$ cat config.mk
export PLATFORM = sky130hd
export DESIGN_NAME = vga_compositor
export DESIGN_NICKNAME = d
export VERILOG_FILES = /design/src/rtl/vga_compositor.sv
export SDC_FILE = /design/constraint.sdc
export NUM_CORES = 1
export LEC_CHECK = 0
export BUFFER_PORTS_ARGS = -buffer_cell sky130_fd_sc_hd__buf_2
export CAP_MARGIN = 20
export CELL_PAD_IN_SITES_DETAIL_PLACEMENT = 2
export CELL_PAD_IN_SITES_GLOBAL_PLACEMENT = 2
export CORE_UTILIZATION = 24
export CTS_BUF_LIST = sky130_fd_sc_hd__clkbuf_16
export DETAILED_ROUTE_END_ITERATION = 7
export GPL_ROUTABILITY_DRIVEN = 0
export PLACE_DENSITY_LB_ADDON = 0.12
export SLEW_MARGIN = 20
export SYNTH_ARGS = -nofsm -noshare
export SYNTH_HDL_FRONTEND = slang
export SYNTH_SLANG_ARGS = --single-unit
$ cat constraint.sdc
create_clock -name CLK -period 3.6 [get_ports CLK]
set_clock_uncertainty 0.05 [all_clocks]
set_input_delay 0.54 -clock CLK [delete_from_list [all_inputs] [get_ports CLK]]
set_output_delay 0.54 -clock CLK [all_outputs]
set_load 0.05 [all_outputs]
$ cat src/rtl/vga_compositor.sv
// Two-stage pixel compositor: cursor sprite, slot borders with blinking highlight,
// scaled drawing canvas and per-slot prediction characters, fed by synchronous ROMs/RAM.
module vga_compositor #(
    parameter int unsigned N_SLOTS      = 5,
    parameter int unsigned LEFT         = 255,
    parameter int unsigned TOP          = 225,
    parameter int unsigned IMG          = 28,
    parameter int unsigned BORDER       = 4,
    parameter int unsigned CHAR_Y       = 208,
    parameter int unsigned CANVAS_X     = 64,
    parameter int unsigned CANVAS_Y     = 64,
    parameter int unsigned CANVAS_SHIFT = 2,
    parameter int unsigned BLINK_FRAMES = 30,
    localparam int unsigned IDX_W       = (N_SLOTS > 1) ? $clog2(N_SLOTS) : 1
) (
    input  logic                     CLK,
    input  logic                     RESET,
    input  logic                     pix_en,
    input  logic                     blank,
    input  logic [9:0]               DrawX,
    input  logic [9:0]               DrawY,
    input  logic [9:0]               MOUSE_X,
    input  logic [9:0]               MOUSE_Y,
    input  logic [1:0]               MOUSE_MODE,
    input  logic [N_SLOTS-1:0][31:0] NN_CODE_REGS,
    input  logic                     HILITE_EN,
    input  logic [IDX_W-1:0]         HILITE_IDX,
    output logic                     MEM_RE,
    output logic [10:0]              FONT_ADDR,
    input  logic [7:0]               FONT_DATA,
    output logic [7:0]               CURSOR_ADDR,
    input  logic [2:0]               CURSOR_DATA,
    output logic [4:0]               CANVAS_ADDR,
    input  logic [31:0]              CANVAS_ROW,
    output logic [3:0]               RED,
    output logic [3:0]               GREEN,
    output logic [3:0]               BLUE
);

    localparam int unsigned PITCH       = IMG + BORDER;
    localparam int unsigned SLOT_END    = LEFT + N_SLOTS * PITCH;
    localparam int unsigned CANVAS_SIZE = 28 << CANVAS_SHIFT;
    localparam int unsigned FC_W        = (BLINK_FRAMES > 1) ? $clog2(BLINK_FRAMES) : 1;

    // Stage 0 combinational results
    int unsigned px, py, mx, my, hidx, slot_x, cdx, cdy;
    logic        vband, hband, cband, hilite_ok;
    logic        cursor_0, border_0, hilite_0, canvas_0, char_0;
    logic [4:0]  canvas_col_0;
    logic [2:0]  char_col_0;
    logic [31:0] code;
    logic [6:0]  font_code;

    // Stage 1 registers
    logic        blank_s1, cursor_s1, border_s1, hilite_s1, canvas_s1, char_s1;
    logic [4:0]  canvas_col_s1;
    logic [2:0]  char_col_s1;
    logic [1:0]  mode_s1;

    logic [FC_W-1:0] frame_cnt_q;
    logic            phase_q;
    logic [11:0]     rgb_d, rgb_q;

    assign MEM_RE = pix_en;

    always_comb begin
        px   = 32'(DrawX);
        py   = 32'(DrawY);
        mx   = 32'(MOUSE_X);
        my   = 32'(MOUSE_Y);
        hidx = 32'(HILITE_IDX);

        // Cursor rows sit above the hotspot; the +16 offsets avoid underflow near y=0
        cursor_0    = (mx <= px) && (px < mx + 16) && (my < py + 16) && (py + 16 <= my + 15);
        cdx         = px - mx;
        cdy         = py + 15 - my;
        CURSOR_ADDR = 8'(cdx + (cdy << 4));

        canvas_0     = (px >= CANVAS_X) && (px < CANVAS_X + CANVAS_SIZE) &&
                       (py >= CANVAS_Y) && (py < CANVAS_Y + CANVAS_SIZE);
        canvas_col_0 = 5'((px - CANVAS_X) >> CANVAS_SHIFT);
        CANVAS_ADDR  = canvas_0 ? 5'((py - CANVAS_Y) >> CANVAS_SHIFT) : 5'd0;

        vband     = (py + BORDER >= TOP) && (py < TOP + IMG + BORDER);
        hband     = vband && ((py < TOP) || (py >= TOP + IMG));
        cband     = (py >= CHAR_Y) && (py < CHAR_Y + 16);
        hilite_ok = HILITE_EN && (hidx < N_SLOTS);

        border_0   = hband && (px + BORDER >= LEFT) && (px < SLOT_END);
        hilite_0   = 1'b0;
        char_0     = 1'b0;
        char_col_0 = 3'd0;
        code       = 32'd0;
        slot_x     = LEFT;
        for (int unsigned j = 0; j <= N_SLOTS; j++) begin
            slot_x = LEFT + j * PITCH;
            if (vband && (px + BORDER > slot_x) && (px <= slot_x)) begin
                border_0 = 1'b1;
                if (hilite_ok && (j == hidx || j == hidx + 1)) hilite_0 = 1'b1;
            end
            if (j < N_SLOTS) begin
                if (hband && hilite_ok && (j == hidx) &&
                    (px + BORDER > slot_x) && (px <= slot_x + PITCH)) begin
                    hilite_0 = 1'b1;
                end
                if (cband && (px > slot_x) && (px <= slot_x + 8)) begin
                    char_0     = 1'b1;
                    char_col_0 = 3'(px - slot_x - 1);
                    code       = NN_CODE_REGS[IDX_W'(j)];
                end
            end
        end

        font_code = (code > 32'd127) ? 7'h3F : code[6:0];
        FONT_ADDR = {font_code, DrawY[3:0]};
    end

    always_comb begin
        rgb_d = 12'h000;
        if (!blank_s1) begin
            rgb_d = 12'h000;
        end else if (cursor_s1 && (CURSOR_DATA != 3'd0)) begin
            case (CURSOR_DATA)
                3'd1:    rgb_d = 12'h000;
                3'd2:    rgb_d = (mode_s1 == 2'b10) ? 12'hFAC : 12'hFD0;
                3'd3:    rgb_d = 12'h666;
                3'd4:    rgb_d = 12'hBBB;
                3'd5:    rgb_d = 12'hFEC;
                3'd6:    rgb_d = 12'hFAC;
                3'd7:    rgb_d = 12'h974;
                default: rgb_d = 12'h000;
            endcase
        end else if (border_s1) begin
            rgb_d = (hilite_s1 && phase_q) ? 12'h0F0 : 12'hF00;
        end else if (canvas_s1 && CANVAS_ROW[canvas_col_s1]) begin
            rgb_d = 12'hFFF;
        end else if (char_s1 && FONT_DATA[3'd7 - char_col_s1]) begin
            rgb_d = 12'hFFF;
        end
    end

    always_ff @(posedge CLK) begin
        if (RESET) begin
            blank_s1      <= 1'b0;
            cursor_s1     <= 1'b0;
            border_s1     <= 1'b0;
            hilite_s1     <= 1'b0;
            canvas_s1     <= 1'b0;
            char_s1       <= 1'b0;
            canvas_col_s1 <= 5'd0;
            char_col_s1   <= 3'd0;
            mode_s1       <= 2'd0;
            frame_cnt_q   <= '0;
            phase_q       <= 1'b0;
            rgb_q         <= 12'h000;
        end else if (pix_en) begin
            blank_s1      <= blank;
            cursor_s1     <= cursor_0;
            border_s1     <= border_0;
            hilite_s1     <= hilite_0;
            canvas_s1     <= canvas_0;
            char_s1       <= char_0;
            canvas_col_s1 <= canvas_col_0;
            char_col_s1   <= char_col_0;
            mode_s1       <= MOUSE_MODE;
            rgb_q         <= rgb_d;
            if ((DrawX == 10'd0) && (DrawY == 10'd0)) begin
                if (frame_cnt_q == FC_W'(BLINK_FRAMES - 1)) begin
                    frame_cnt_q <= '0;
                    phase_q     <= ~phase_q;
                end else begin
                    frame_cnt_q <= frame_cnt_q + 1'b1;
                end
            end
        end
    end

    assign RED   = rgb_q[11:8];
    assign GREEN = rgb_q[7:4];
    assign BLUE  = rgb_q[3:0];

endmodule
=== After elaboration in Yosys (flattened, before gate mapping) ===
Index checks and enable logic that the tools add are counted.

* Register bits after elaboration: 34

* Reductions and logical operators: 75
* $add $sub $neg: 24
* Multiplexer cells: 53
* Bitwise gates (word level): 1
* Equality and inequality tests: 18
* Order comparisons: 42

{| class="wikitable"
|+ Operators with widths
! operator !! number
|-
| 32-bit two-way mux || 5
|-
| 32-bit by 9-bit > comparator with 1-bit output, second input constant || 4
|-
| 10-bit by 9-bit <= comparator with 1-bit output, second input constant || 10
|-
| 12-bit two-way mux || 6
|-
| 12-bit one-hot mux with 6 select lines || 1
|-
| 2-bit by 32-bit == test with 1-bit output, first input constant || 2
|-
| 1-bit logical AND || 61
|-
| 10-bit by 9-bit > comparator with 1-bit output, second input constant || 4
|-
| 10-bit by 8-bit less-than comparator with 1-bit output, second input constant || 4
|-
| 1-bit by 32-bit == test with 1-bit output, first input constant || 1
|-
| 3-bit by 32-bit == test with 1-bit output, first input constant || 1
|-
| 32-bit by 8-bit >= comparator with 1-bit output, second input constant || 1
|-
| 32-bit by 7-bit > comparator with 1-bit output, second input constant || 1
|-
| 32-bit by 8-bit > comparator with 1-bit output, second input constant || 1
|-
| 32-bit zero test || 1
|-
| 1-bit two-way mux || 30
|-
| 10-bit by 3-bit adder with 11-bit output, second input constant || 2
|-
| 10-bit by 5-bit adder with 11-bit output, second input constant || 2
|-
| 10-bit by 11-bit less-than comparator with 1-bit output || 2
|-
| 10-bit by 7-bit >= comparator with 1-bit output, second input constant || 2
|-
| 10-bit by 8-bit >= comparator with 1-bit output, second input constant || 2
|-
| 10-bit zero test || 2
|-
| 10-bit by 9-bit less-than comparator with 1-bit output, second input constant || 2
|-
| 3-bit two-way mux || 5
|-
| other kinds (38) || 61
|}

=== Logic depth before layout (Yosys ltp) ===
Gate-level depths: netlist of run 1.

* Word-level depth: 23
* Gate-level depth with buffers: 11
* Gate-level depth less buffers: 11

=== Least setup slack after synthesis of run 1 ===
OpenSTA, ideal clock, no wires.

* Kind: in2out
* Start: input DrawY[2]
* End: output FONT_ADDR[10]
* Data required time: 3.010 ns
* Stages: 8
* Arrival time: 3.502 ns
* Path slack: -0.492 ns
* Cells stage by stage: inv_1 -> ha_1 -> or4bb_1 -> a22o_1 -> nor4_4 -> nand3_1 -> a41oi_2 -> a21boi_0

* Longest elaborated chain between the ends: 11
* Elaborated cells between the ends (all ways): 20

{| class="wikitable"
|+ RTL lines
! what !! line !! RTL
|-
| from (decl) || 21 || <nowiki>input logic [9:0] DrawY,</nowiki>
|-
| 10-bit by 8-bit >= comparator with 1-bit output or 10-bit by 8-bit less-than comparator with 1-bit output (tied branches) || 86 || <nowiki>cband = (py >= CHAR_Y) && (py < CHAR_Y + 16);</nowiki>
|-
| 1-bit logical AND (*) || 86 ||
|-
| 1-bit logical AND (2 in a row) || 106 || <nowiki>if (cband && (px > slot_x) && (px <= slot_x + 8)) begin</nowiki>
|-
| 32-bit two-way mux (4 in a row) || 106 ||
|-
| 32-bit two-way mux (*) || 106 ||
|-
| 32-bit by 7-bit > comparator with 1-bit output || 114 || <nowiki>font_code = (code > 32'd127) ? 7'h3F : code[6:0];</nowiki>
|-
| 7-bit two-way mux (*) || 114 ||
|-
| to (decl) || 29 || <nowiki>output logic [10:0] FONT_ADDR,</nowiki>
|}

Mark *: on every way between the ends. The rest lies on a longest branch, timed or not.

=== Worst setup path in the final report of run 1 ===
* Start: input MOUSE_Y[0]
* End: output CURSOR_ADDR[6]

* Longest elaborated chain between the ends: 2

{| class="wikitable"
|+ RTL lines
! what !! line !! RTL
|-
| from (decl) || 23 || <nowiki>input logic [9:0] MOUSE_Y,</nowiki>
|-
| 4-bit subtractor || 76 || <nowiki>cdy = py + 15 - my;</nowiki>
|-
| 8-bit adder || 77 || <nowiki>CURSOR_ADDR = 8'(cdx + (cdy << 4));</nowiki>
|-
| to (decl) || 31 || <nowiki>output logic [7:0] CURSOR_ADDR,</nowiki>
|}

No other way between the ends.

==> impl_results.md, run 1 <==
* Status: complete, no violations
* Worst slew pin tran at 0.6404 ns
* Top cell type's share of synthesized area at 0.1555
* Peak VDD IR at 0.0002523 V
* Arr. time, crit path at 2.92 ns
* Global-route wire length before repair at 36710 um
* Clock power frac at 0.243
* Top FF cell, synth: dfxtp_1
* Avg Inst Size Synth at 7.633 sq um
* Largest net degree at the start of global routing at 24
* Yosys top cell by area: ha_1
* I/O pin total at 290
* Port Buffer Count at 289
* CP cell instances: buf_2 -> inv_1 -> ha_1 -> fa_1 -> fa_1 -> ha_1 -> buf_4 -> a21oi_1 -> xnor2_1 -> clkbuf_4
* Worst slew margin at 0.5731
* Rows at 53
* Final HPWL DP at 20460 um
* Synth warn at 0
* Tcrit/Tclk final at 0.9753
* Clk_lat worst skew at 0.28 ns
* Async SR Flop Fraction at 0
* Post-CTS Setup Inserts at 0
* Sequential share of the synthesized area at 0.1263
* Pwr dens at 229.8 nW/um^2
* Yosys cell types at 74
* Mapped Area at 5229 sq um
* Seq pwr share at 0.228
* Cts bufs inserted at 5
* Crit-path slowest cell: fa_1
* Setup WS pre-CTS at 0.005203 ns
* Switching Share at 0.4087
* Crit Path Max Fanout at 3
* Fin nets at 1304
* CTS tree: built
* DR iter-0 viols at 160
* Crit start category: primary input
* Worst-path clk slew at 0.05 ns
* Worst hold path class: reg2reg
* Share of layout cells above drive strength 1 at 0.3731
* Die height at 149.6 um
* Top post-synthesis cells by area: ha_1 16%, dfxtp_1 13%, mux4_2 4.3%
* Total gr overflow at 0
* Vias/cell at 5.072
* Post-route ant nets at 0
* Met1 wire length at 10250 um
* Max layer used: met4
* Non-Filler Instances at 1258
* CTS Root Cell: clkbuf_16
* Most frequent cells in the layout: 282 x buf_2, 65 x ha_1, 58 x nand2_1, 51 x inv_1, 51 x nor2_1
* Vias at 6381
* Vias in the first global route at 7080
* Wire length per cell at 18.64 um
* CP endpoint kind: primary output
* Cell internal pwr at 997.0 uW
* Count of final hold-check violations at 0
* Critical Path Max Stage Delay at 0.46 ns
* Total GRT Usage at 0.2069
* Clock tree sinks at 33
* Syn_nets at 1009
* Lkg Pwr at 3.529 nW
* Number of synthesized register bits at 33
* Core Region at 21220 sq um
* Fmax at 0.2848 GHz
* Period minus WS final at 3.511 ns
* CP required at 3.01 ns
* Max Slew Vio Count at 0
* MaxCap Viol Count at 0
* Initial antenna violation count at 2
* Most common cell after layout, fill and taps aside: buf_2
* Final setup violation count at 0
* Number of flops mapped to enable cells by yosys at 0
* Synthesized instance count at 685
* Wire length on met3 at 1126 um
* TNS Setup at 0 ns
* Setup ws final at 0.08874 ns
* Area Growth Syn to Fin at 40.30%
* Logic pwr share at 0.529
* P_sw at 689.0 uW
* Kind of critical path: in2out
* Die Width at 149.6 um
* CTS Buffer Depth at 2
* Met2 WL at 11800 um
* Cell count after placement at 1248
* DRC at 0
* Initial Utilization at 0.2464
* Unrepaired setup endpoints after global routing: yes
* Die area at 22380 sq um
* Total wire length at 23450 um
* Clock H-tree levels at 2
* Pre-Repair DR Iteration Count at 5
* CTS Hold Bufs at 0
==> metrics by stage <==
stage          power, mW  hold WS, ns  area (sq um)    util
5_1_grt            1.809       0.4499          7333  0.3456
3_3_place_gp       1.261       0.3986          7141  0.3365
4_1_cts            1.703       0.4232          7286  0.3433
3_5_place_dp       1.276       0.4091          7141  0.3365
2_1_floorplan     0.9323       0.4102          5240       -
6_report           1.686       0.4162          7336  0.3457
==> sequential cells by signal, indices dropped and copies added, names as in the netlist <==
| register | flops |
|---|---|
| blank_s1 | 1 |
| border_s1 | 1 |
| canvas_col_s1 | 5 |
| canvas_s1 | 1 |
| char_col_s1 | 3 |
| char_s1 | 1 |
| cursor_s1 | 1 |
| frame_cnt_q | 5 |
| hilite_s1 | 1 |
| mode_s1 | 2 |
| phase_q | 1 |
| rgb_q | 11 |
==> power groups by stage <==
| stage | logic [mW] | clock network [mW] | registers (mW) |
|---|---|---|---|
| global route | 0.978 | 0.446 | 0.385 |
| detailed placement | 0.884 | 0 | 0.392 |
| global placement | 0.869 | 0 | 0.392 |
| CTS | 0.896 | 0.423 | 0.384 |
| floorplan | 0.547 | 0 | 0.386 |
| finish | 0.892 | 0.410 | 0.384 |
==> layout make-up <==
class                           count  area, sq um
Sequential cell                    33        660.6
Clock buffer                        5        125.1
Fill cell                        2587        13880
Timing Repair Buffer              328         1768
Inverter                           51        191.4
Antenna cell                        2        5.005
Multi-Input combinational cell    561         4224
Tap cell                          275        344.1
Clock inverter                      3        17.52
==> routing by layer <==
layer  track usage  up-vias
met5             0        -
met4       0.03673        0
met3       0.02683       17
met2        0.3882      171
met1        0.2497     3037
li1              -     3156
==> repair_timing <==
action                     in CTS  in global routing
setup endpoints to repair       1                  9
gates cloned                    0                  0
pin swaps                       0                  4
gates resized for setup         1                 19
==> worst max-delay path, delay by kind of cell <==
| family | cells | cell delay [ns] |
|---|---|---|
| fa+ha+maj | 4 | 1.46 |
| buf+inv | 4 | 0.62 |
| xor+xnor | 1 | 0.15 |
| compound gates | 1 | 0.16 |
==> Yosys cell counts (7+ instances only) <==
master	number
ha_1	65
nor2_1	52
and2_1	7
xor2_1	13
mux4_2	10
nand4_1	21
nand3_1	32
a21oi_1	36
dfxtp_1	33
o21ai_0	24
o21a_1	7
inv_1	51
mux2i_1	10
nor2b_1	9
a21o_1	8
nor4_1	35
xnor2_1	20
nand2_1	58
clkbuf_1	26
nor3_1	23
nand2b_1	7
a31oi_1	7
==> final timing paths <==
kind / start / to / slack [ns] / depth (start not counted)
setup / recovery: MOUSE_Y[0] / CURSOR_ADDR[6] / 0.09 / 10
hold / removal: rgb_q[2]$_SDFFE_PP0P_ / rgb_q[2]$_SDFFE_PP0P_ / 0.42 / 1
setup reg to reg: canvas_col_s1[0]$_SDFFE_PP0P_ / rgb_q[4]$_SDFFE_PP0P_ / 0.60 / 7
hold reg to reg: rgb_q[2]$_SDFFE_PP0P_ / rgb_q[2]$_SDFFE_PP0P_ / 0.42 / 1
==> cells by family (layout without fill, tap and decap cells) <==
family,Yosys count,in the layout,synth area share
compound gates,156,156,0.2099
xor+xnor,33,33,0.05528
fa+ha+maj,71,71,0.1785
buf+inv,91,387,0.07155
flops,33,33,0.1263
mux,26,26,0.08088
other cells,0,2,0
simple gates,275,275,0.2776
No activity file was read; power rests on OpenSTA's default activity.
==> run 2, diff against run 1 <==
--- a/config.mk
+++ b/config.mk
@@ -5,7 +5,7 @@
 export SDC_FILE = /design/constraint.sdc
 export NUM_CORES = 1
 export LEC_CHECK = 0
-export BUFFER_PORTS_ARGS = -buffer_cell sky130_fd_sc_hd__buf_2
+export BUFFER_PORTS_ARGS = -buffer_cell sky130_fd_sc_hd__clkbuf_2
 export CAP_MARGIN = 20
 export CELL_PAD_IN_SITES_DETAIL_PLACEMENT = 2
 export CELL_PAD_IN_SITES_GLOBAL_PLACEMENT = 2
==> run 2 against run 1 <==
Total power grew 2.5%. Critical path type unchanged. Critical path depth grew 1. Largest power group unchanged. Sequential share of layout area is essentially flat. Highest routed layer unchanged. Maximum frequency grew 0.68%. Clock power grew 2%. Non-clock buffer count grew 2. Utilization grew 0.071 points. Worst setup slack gained 0.024 ns. Global-route usage grew 0.25 points.
==> impl_results.md, run 2 (synthesis gave the netlist of run 1 again) <==
* Clock tree sinks at 33 (unchanged)
* Global-route wire length before repair at 36710 um (about the same)
* CTS Root Cell: clkbuf_16 (unchanged)
* Max Slew Vio Count at 0 (unchanged)
* Vias at 6465 (was 6381)
* Pre-Repair DR Iteration Count at 5 (unchanged)
* Count of final hold-check violations at 0 (unchanged)
* Kind of critical path: in2out (unchanged)
* Peak VDD IR at 0.0003543 V (was 0.0002523 V)
* CTS Hold Bufs at 0 (unchanged)
* Core Region at 21220 sq um (unchanged)
* R2R depth at 7 (unchanged)
* Setup WS pre-CTS at 0.03320 ns (was 0.005203 ns)
* Cell internal pwr at 1.019 mW (was 997.0 uW)
* Die Width at 149.6 um (unchanged)
* Total wire length at 23680 um (was 23450 um)
* TNS Setup at 0 ns (unchanged)
* R2r startpoint: canvas_col_s1[0]$_SDFFE_PP0P_ (unchanged)
* Logic pwr share at 0.535 (was 0.529)
* Diode count at 0 (was 2)
* Most common cell after layout, fill and taps aside: clkbuf_2 (was buf_2)
* Final setup violation count at 0 (unchanged)
* Most frequent cells in the layout: 284 x clkbuf_2, 64 x ha_1, 58 x nand2_1, 51 x inv_1, 51 x nor2_1 (was 282 x buf_2, 65 x ha_1, 58 x nand2_1, 51 x inv_1, 51 x nor2_1)
* Period minus WS final at 3.487 ns (was 3.511 ns)
* Post-route ant nets at 0 (unchanged)
* Worst r2r dst: rgb_q[4]$_SDFFE_PP0P_ (unchanged)
* Seq pwr share at 0.222 (was 0.228)
* Area Growth Syn to Fin at 40.58% (was 40.30%)
* Total gr overflow at 0 (unchanged)
* P_sw at 709.1 uW (was 689.0 uW)
* Die height at 149.6 um (unchanged)
* Crit Path Max Fanout at 3 (unchanged)
* Clock H-tree levels at 2 (unchanged)
* Largest Register: rgb_q (unchanged)
* Final Power at 1.728 mW (was 1.686 mW)
* Min-delay src: rgb_q[7]$_SDFFE_PP0P_ (was rgb_q[2]$_SDFFE_PP0P_)
* CP required at 3.01 ns (about the same)
* Initial Utilization at 0.2464 (unchanged)
* Die area at 22380 sq um (unchanged)
* Cts bufs inserted at 5 (unchanged)
* Lkg Pwr at 3.578 nW (was 3.529 nW)
* Worst slew pin tran at 0.6724 ns (was 0.6404 ns)
* Fillers at 2574 (was 2587)
* Initial antenna violation count at 1 (was 2)
* Wire length per cell at 18.82 um (was 18.64 um)
* Fmax at 0.2867 GHz (was 0.2848 GHz)
* Port Buffer Count at 289 (unchanged)
* Clock power frac at 0.243 (about the same)
* Largest net degree at the start of global routing at 24 (unchanged)
* Status: complete, no violations (unchanged)
* Worst-path clk slew at 0.05 ns (about the same)
* Largest registers: rgb_q: 11 flops, canvas_col_s1: 5 flops, frame_cnt_q: 5 flops (unchanged)
* CTS tree: built (unchanged)
* Share of layout cells above drive strength 1 at 0.3744 (was 0.3731)
* Total GRT Usage at 0.2094 (was 0.2069)
* Vias/cell at 5.139 (was 5.072)
* Clk_lat worst skew at 0.28 ns (about the same)
* R2R Setup Slk at 0.64 ns (was 0.60 ns)
* Switching Share at 0.4104 (was 0.4087)
* DRC at 0 (unchanged)
* Worst slew margin at 0.5517 (was 0.5731)
* CTS Buffer Depth at 2 (unchanged)
* MaxCap Viol Count at 0 (unchanged)
* CP endpoint kind: primary output (unchanged)
* Hold Path End: rgb_q[7]$_SDFFE_PP0P_ (was rgb_q[2]$_SDFFE_PP0P_)
* Worst hold path class: reg2reg (unchanged)
* Pwr dens at 235.0 nW/um^2 (was 229.8 nW/um^2)
* I/O pin total at 290 (unchanged)
* Tcrit/Tclk final at 0.9687 (was 0.9753)
* WHS Path Cells at 2 (was 1)
* DR iter-0 viols at 211 (was 160)
* Fin nets at 1306 (was 1304)
* Setup ws final at 0.1126 ns (was 0.08874 ns)
* Vias in the first global route at 6977 (was 7080)
* Crit start category: primary input (unchanged)
* Arr. time, crit path at 2.90 ns (was 2.92 ns)
* Final HPWL DP at 20820 um (was 20460 um)
* Rows at 53 (unchanged)
* Max reg flops at 11 (unchanged)
## run 2: changes by cell type in the layout (fill, tap and decap cells not counted)
| cell | change |
|---|---|
| buf_6 | -3 |
| or4bb_1 | +1 |
| clkbuf_2 | +284 |
| buf_2 | -280 |
| ha_1 | -1 |
| or4bb_4 | -1 |
| ha_4 | +1 |
| buf_4 | -1 |
| diode_2 | -2 |
| a22o_2 | +1 |
| a22o_4 | -1 |
| buf_12 | +2 |
## run 2: worst max path at each step
stage	from	to	slack, ns	depth (start not counted)
6_report	MOUSE_Y[0]	CURSOR_ADDR[7]	0.11	11
4_1_cts	DrawY[3]	FONT_ADDR[7]	0.02	12
5_1_grt	DrawY[2]	FONT_ADDR[9]	-0.02	13
3_3_place_gp	MOUSE_Y[0]	CURSOR_ADDR[7]	0.08	11
3_5_place_dp	DrawY[3]	FONT_ADDR[7]	0.03	12
2_1_floorplan	MOUSE_Y[0]	CURSOR_ADDR[6]	0.06	7
## run 2: timing repair
action,4_1_cts,5_1_grt
resized for setup,0,8
setup buffers,0,1
setup endpoints to repair,0,7
## run 2: cell type report
cell class	count	area, sq um	share of cell area
Inverter	51	191.4	0.02604
Clock buffer	5	125.1	0.01702
Multi-Input combinational cell	561	4225	0.5748
Sequential cell	33	660.6	0.08987
Tap cell	275	344.1	0.04681
Timing Repair Buffer	330	1787	0.2431
Clock inverter	3	17.52	0.002383
## run 2: metrics by stage
stage	util	hold WS (ns)	std cells	cell area (sq um)
3_3_place_gp	0.3383	0.4052	1249	7178
3_5_place_dp	0.3383	0.4112	1249	7178
4_1_cts	0.3450	0.4199	1257	7321
5_1_grt	0.3464	0.4391	1258	7351
6_report	0.3464	0.4133	1258	7351
2_1_floorplan	-	0.4102	685	5240
## run 2: layer usage
metal | share of wire | vias to the layer above | track usage | wire (um)
met5 | 0 | - | 0 | 0
met4 | 0.020 | 0 | 0.05561 | 475
met3 | 0.047 | 34 | 0.02652 | 1122
met2 | 0.50 | 187 | 0.3815 | 11750
met1 | 0.44 | 3090 | 0.2556 | 10330
li1 | - | 3154 | - | -
## run 2: power by group through the flow
stage | clock network [mW] | registers, mW | logic [mW]
3_5_place_dp | 0 | 0.392 | 0.920
6_report | 0.420 | 0.384 | 0.924
2_1_floorplan | 0 | 0.386 | 0.547
4_1_cts | 0.435 | 0.384 | 0.926
3_3_place_gp | 0 | 0.392 | 0.904
5_1_grt | 0.446 | 0.385 | 1.01
## run 2: worst max-delay path, cell delays in order
cell and delay (ns):
clkbuf_2 0.10, inv_1 0.07, ha_1 0.22, fa_1 0.51, fa_1 0.46, ha_4 0.31
inv_1 0.04, o21bai_1 0.17, a21oi_2 0.09, xnor2_2 0.21, buf_12 0.16
==> run 3, diff against run 2 <==
--- a/config.mk
+++ b/config.mk
@@ -13,7 +13,7 @@
 export CTS_BUF_LIST = sky130_fd_sc_hd__clkbuf_16
 export DETAILED_ROUTE_END_ITERATION = 7
 export GPL_ROUTABILITY_DRIVEN = 0
-export PLACE_DENSITY_LB_ADDON = 0.12
+export PLACE_DENSITY = 0.85
 export SLEW_MARGIN = 20
 export SYNTH_ARGS = -nofsm -noshare
 export SYNTH_HDL_FRONTEND = slang
==> run 3 against run 2 <==
Via count rose by 2.1%. Sequential power barely moved. Flip-flop and latch count did not move. First-iteration DRC count rose by 64%. Critical path type unchanged. Critical endpoint unchanged.
==> impl_results.md, run 3 (synthesis gave the netlist of run 1 again) <==
* Vias/cell at 5.274 (was 5.139)
* Cts bufs inserted at 5 (unchanged)
* Max Slew Vio Count at 0 (unchanged)
* Arr. time, crit path at 2.94 ns (was 2.90 ns)
* Die height at 149.6 um (unchanged)
* Count of final hold-check violations at 0 (unchanged)
* Crit-path slowest cell: fa_1 (unchanged)
* Min-delay src: rgb_q[1]$_SDFFE_PP0P_ (was rgb_q[7]$_SDFFE_PP0P_)
* Vias at 6603 (was 6465)
* Total wire length at 26200 um (was 23680 um)
* Total GRT Usage at 0.2348 (was 0.2094)
* Hold Path End: rgb_q[1]$_SDFFE_PP0P_ (was rgb_q[7]$_SDFFE_PP0P_)
* Cell count after placement at 1242 (was 1249)
* Largest Register: rgb_q (unchanged)
* CTS Root Cell: clkbuf_16 (unchanged)
* Initial antenna violation count at 0 (was 1)
* Setup crit start: MOUSE_Y[0] (unchanged)
* MaxCap Viol Count at 0 (unchanged)
* R2r startpoint: canvas_col_s1[0]$_SDFFE_PP0P_ (unchanged)
* Most frequent cells in the layout: 281 x clkbuf_2, 63 x ha_1, 58 x nand2_1, 52 x inv_1, 51 x nor2_1 (was 284 x clkbuf_2, 64 x ha_1, 58 x nand2_1, 51 x inv_1, 51 x nor2_1)
* Crit start category: primary input (unchanged)
* Initial Utilization at 0.2464 (unchanged)
* WHS Path Cells at 2 (unchanged)
* Crit Path Max Fanout at 3 (unchanged)
* Worst hold path class: reg2reg (unchanged)
* Status: complete, no violations (unchanged)
* Clock H-tree levels at 2 (unchanged)
* Vias in the first global route at 7384 (was 6977)
* Worst-path clk slew at 0.05 ns (about the same)
* Worst r2r dst: rgb_q[5]$_SDFFE_PP0P_ (was rgb_q[4]$_SDFFE_PP0P_)
* Largest net degree at the start of global routing at 24 (unchanged)
* Most common cell after layout, fill and taps aside: clkbuf_2 (unchanged)
* Clk_lat worst skew at 0.28 ns (about the same)
* Non-Filler Instances at 1252 (was 1258)
* Rows at 53 (unchanged)
* Kind of critical path: in2out (unchanged)
* Largest registers: rgb_q: 11 flops, canvas_col_s1: 5 flops, frame_cnt_q: 5 flops (unchanged)
* Worst hold margin at 0.4240 ns (was 0.4133 ns)
* Max reg flops at 11 (unchanged)
* CP required at 3.01 ns (about the same)
* Share of layout cells above drive strength 1 at 0.3715 (was 0.3744)
* Final HPWL DP at 22590 um (was 20820 um)
* Wire length per cell at 20.92 um (was 18.82 um)
* Port Buffer Count at 289 (unchanged)
* Multi-input logic area at 4248 sq um (was 4225 sq um)
* CP endpoint kind: primary output (unchanged)
* Post-route ant nets at 0 (unchanged)
* Peak VDD IR at 0.0003437 V (was 0.0003543 V)
* Fillers at 2570 (was 2574)
* Global-route wire length before repair at 40850 um (was 36710 um)
* Lkg Pwr at 3.565 nW (was 3.578 nW)
* Top cell family by delay on the critical path: adder cells (unchanged)
* TNS Setup at 0 ns (unchanged)
* Unrepaired setup endpoints after global routing: no
* Fin nets at 1300 (was 1306)
* Die Width at 149.6 um (unchanged)
* Fmax at 0.2832 GHz (was 0.2867 GHz)
* Area Growth Syn to Fin at 40.70% (was 40.58%)
* Critical Path Max Stage Delay at 0.54 ns (was 0.51 ns)
* CTS Buffer Depth at 2 (unchanged)
* R2R Setup Slk at 0.59 ns (was 0.64 ns)
* Worst slew margin at 0.5765 (was 0.5517)
* Diode count at 0 (unchanged)
* R2R depth at 7 (unchanged)
* CP cell instances: clkbuf_2 -> inv_1 -> ha_1 -> fa_1 -> fa_1 -> ha_4 -> inv_1 -> o21bai_1 -> a21oi_2 -> xnor2_2 -> buf_12 (unchanged)
* Period minus WS final at 3.531 ns (was 3.487 ns)
* Tcrit/Tclk final at 0.9809 (was 0.9687)
* CTS tree: built (unchanged)
* Pwr dens at 237.4 nW/um^2 (was 235.0 nW/um^2)
* DR iter-0 viols at 347 (was 211)
* Total gr overflow at 0 (unchanged)
* Final setup violation count at 0 (unchanged)
* I/O pin total at 290 (unchanged)
* Clock tree sinks at 33 (unchanged)
* Die area at 22380 sq um (unchanged)
* Core Region at 21220 sq um (unchanged)
* Sequential cell area at 660.6 sq um (unchanged)
* DRC at 0 (unchanged)
* Pre-Repair DR Iteration Count at 5 (unchanged)
* CTS Hold Bufs at 0 (unchanged)
* Worst slew pin tran at 0.6193 ns (was 0.6724 ns)
* Buf+Inv Stages, Crit Path at 4 (unchanged)
run 3: how the worst max path moves through the flow:
stage	to	slack [ns]	depth (start not counted)
finish	CURSOR_ADDR[7]	0.07	11
global route	FONT_ADDR[9]	0.02	13
CTS	CURSOR_ADDR[7]	0.02	11
detailed placement	FONT_ADDR[10]	-0.03	12
global placement	CURSOR_ADDR[7]	0.11	11
floorplan	CURSOR_ADDR[6]	0.06	7
run 3: layout make-up:
class | count | area share
clock buffer | 5 | 0.01701
tap | 275 | 0.04677
clock inverter | 3 | 0.001871
sequential | 33 | 0.08980
multi-input combinational | 561 | 0.5774
inverter | 51 | 0.02602
timing repair buffer | 324 | 0.2412
run 3: where the power goes:
part / internal, mW / switching, mW
clock network: 0.251 / 0.159
registers: 0.373 / 0.0120
logic: 0.391 / 0.561
total: 1.01 / 0.732
run 3: tightest hold or removal path, delay by kind of cell, from the launching register on:
| kind | cells | cell delay, ns |
|---|---|---|
| simple gates | 1 | 0.06 |
| flops | 1 | 0.32 |
| compound gates | 1 | 0.06 |
run 3: per-layer routing:
metal / up-vias / share of wire / track usage
li1: 3156 / - / -
met1: 3207 / 0.43 / 0.2959
met2: 209 / 0.50 / 0.4188
met3: 31 / 0.058 / 0.03232
met4: 0 / 0.018 / 0.05204
met5: - / 0 / 0
run 3: stage by stage:
stage | instance area [sq um] | setup WS, ns | power (mW) | utilization
3_5_place_dp | 7141 | -0.03241 | 1.325 | 0.3365
3_3_place_gp | 7141 | 0.1057 | 1.287 | 0.3365
2_1_floorplan | 5240 | 0.06270 | 0.9323 | -
4_1_cts | 7296 | 0.01544 | 1.749 | 0.3438
5_1_grt | 7357 | 0.01502 | 1.852 | 0.3467
6_report | 7357 | 0.06893 | 1.746 | 0.3467
run 3: what timing repair did:
action	in CTS	in global routing
endpoints found under the setup margin	6	8
gates resized for setup	6	12
pin swaps	0	5
setup buffers	0	2
gates cloned	0	0
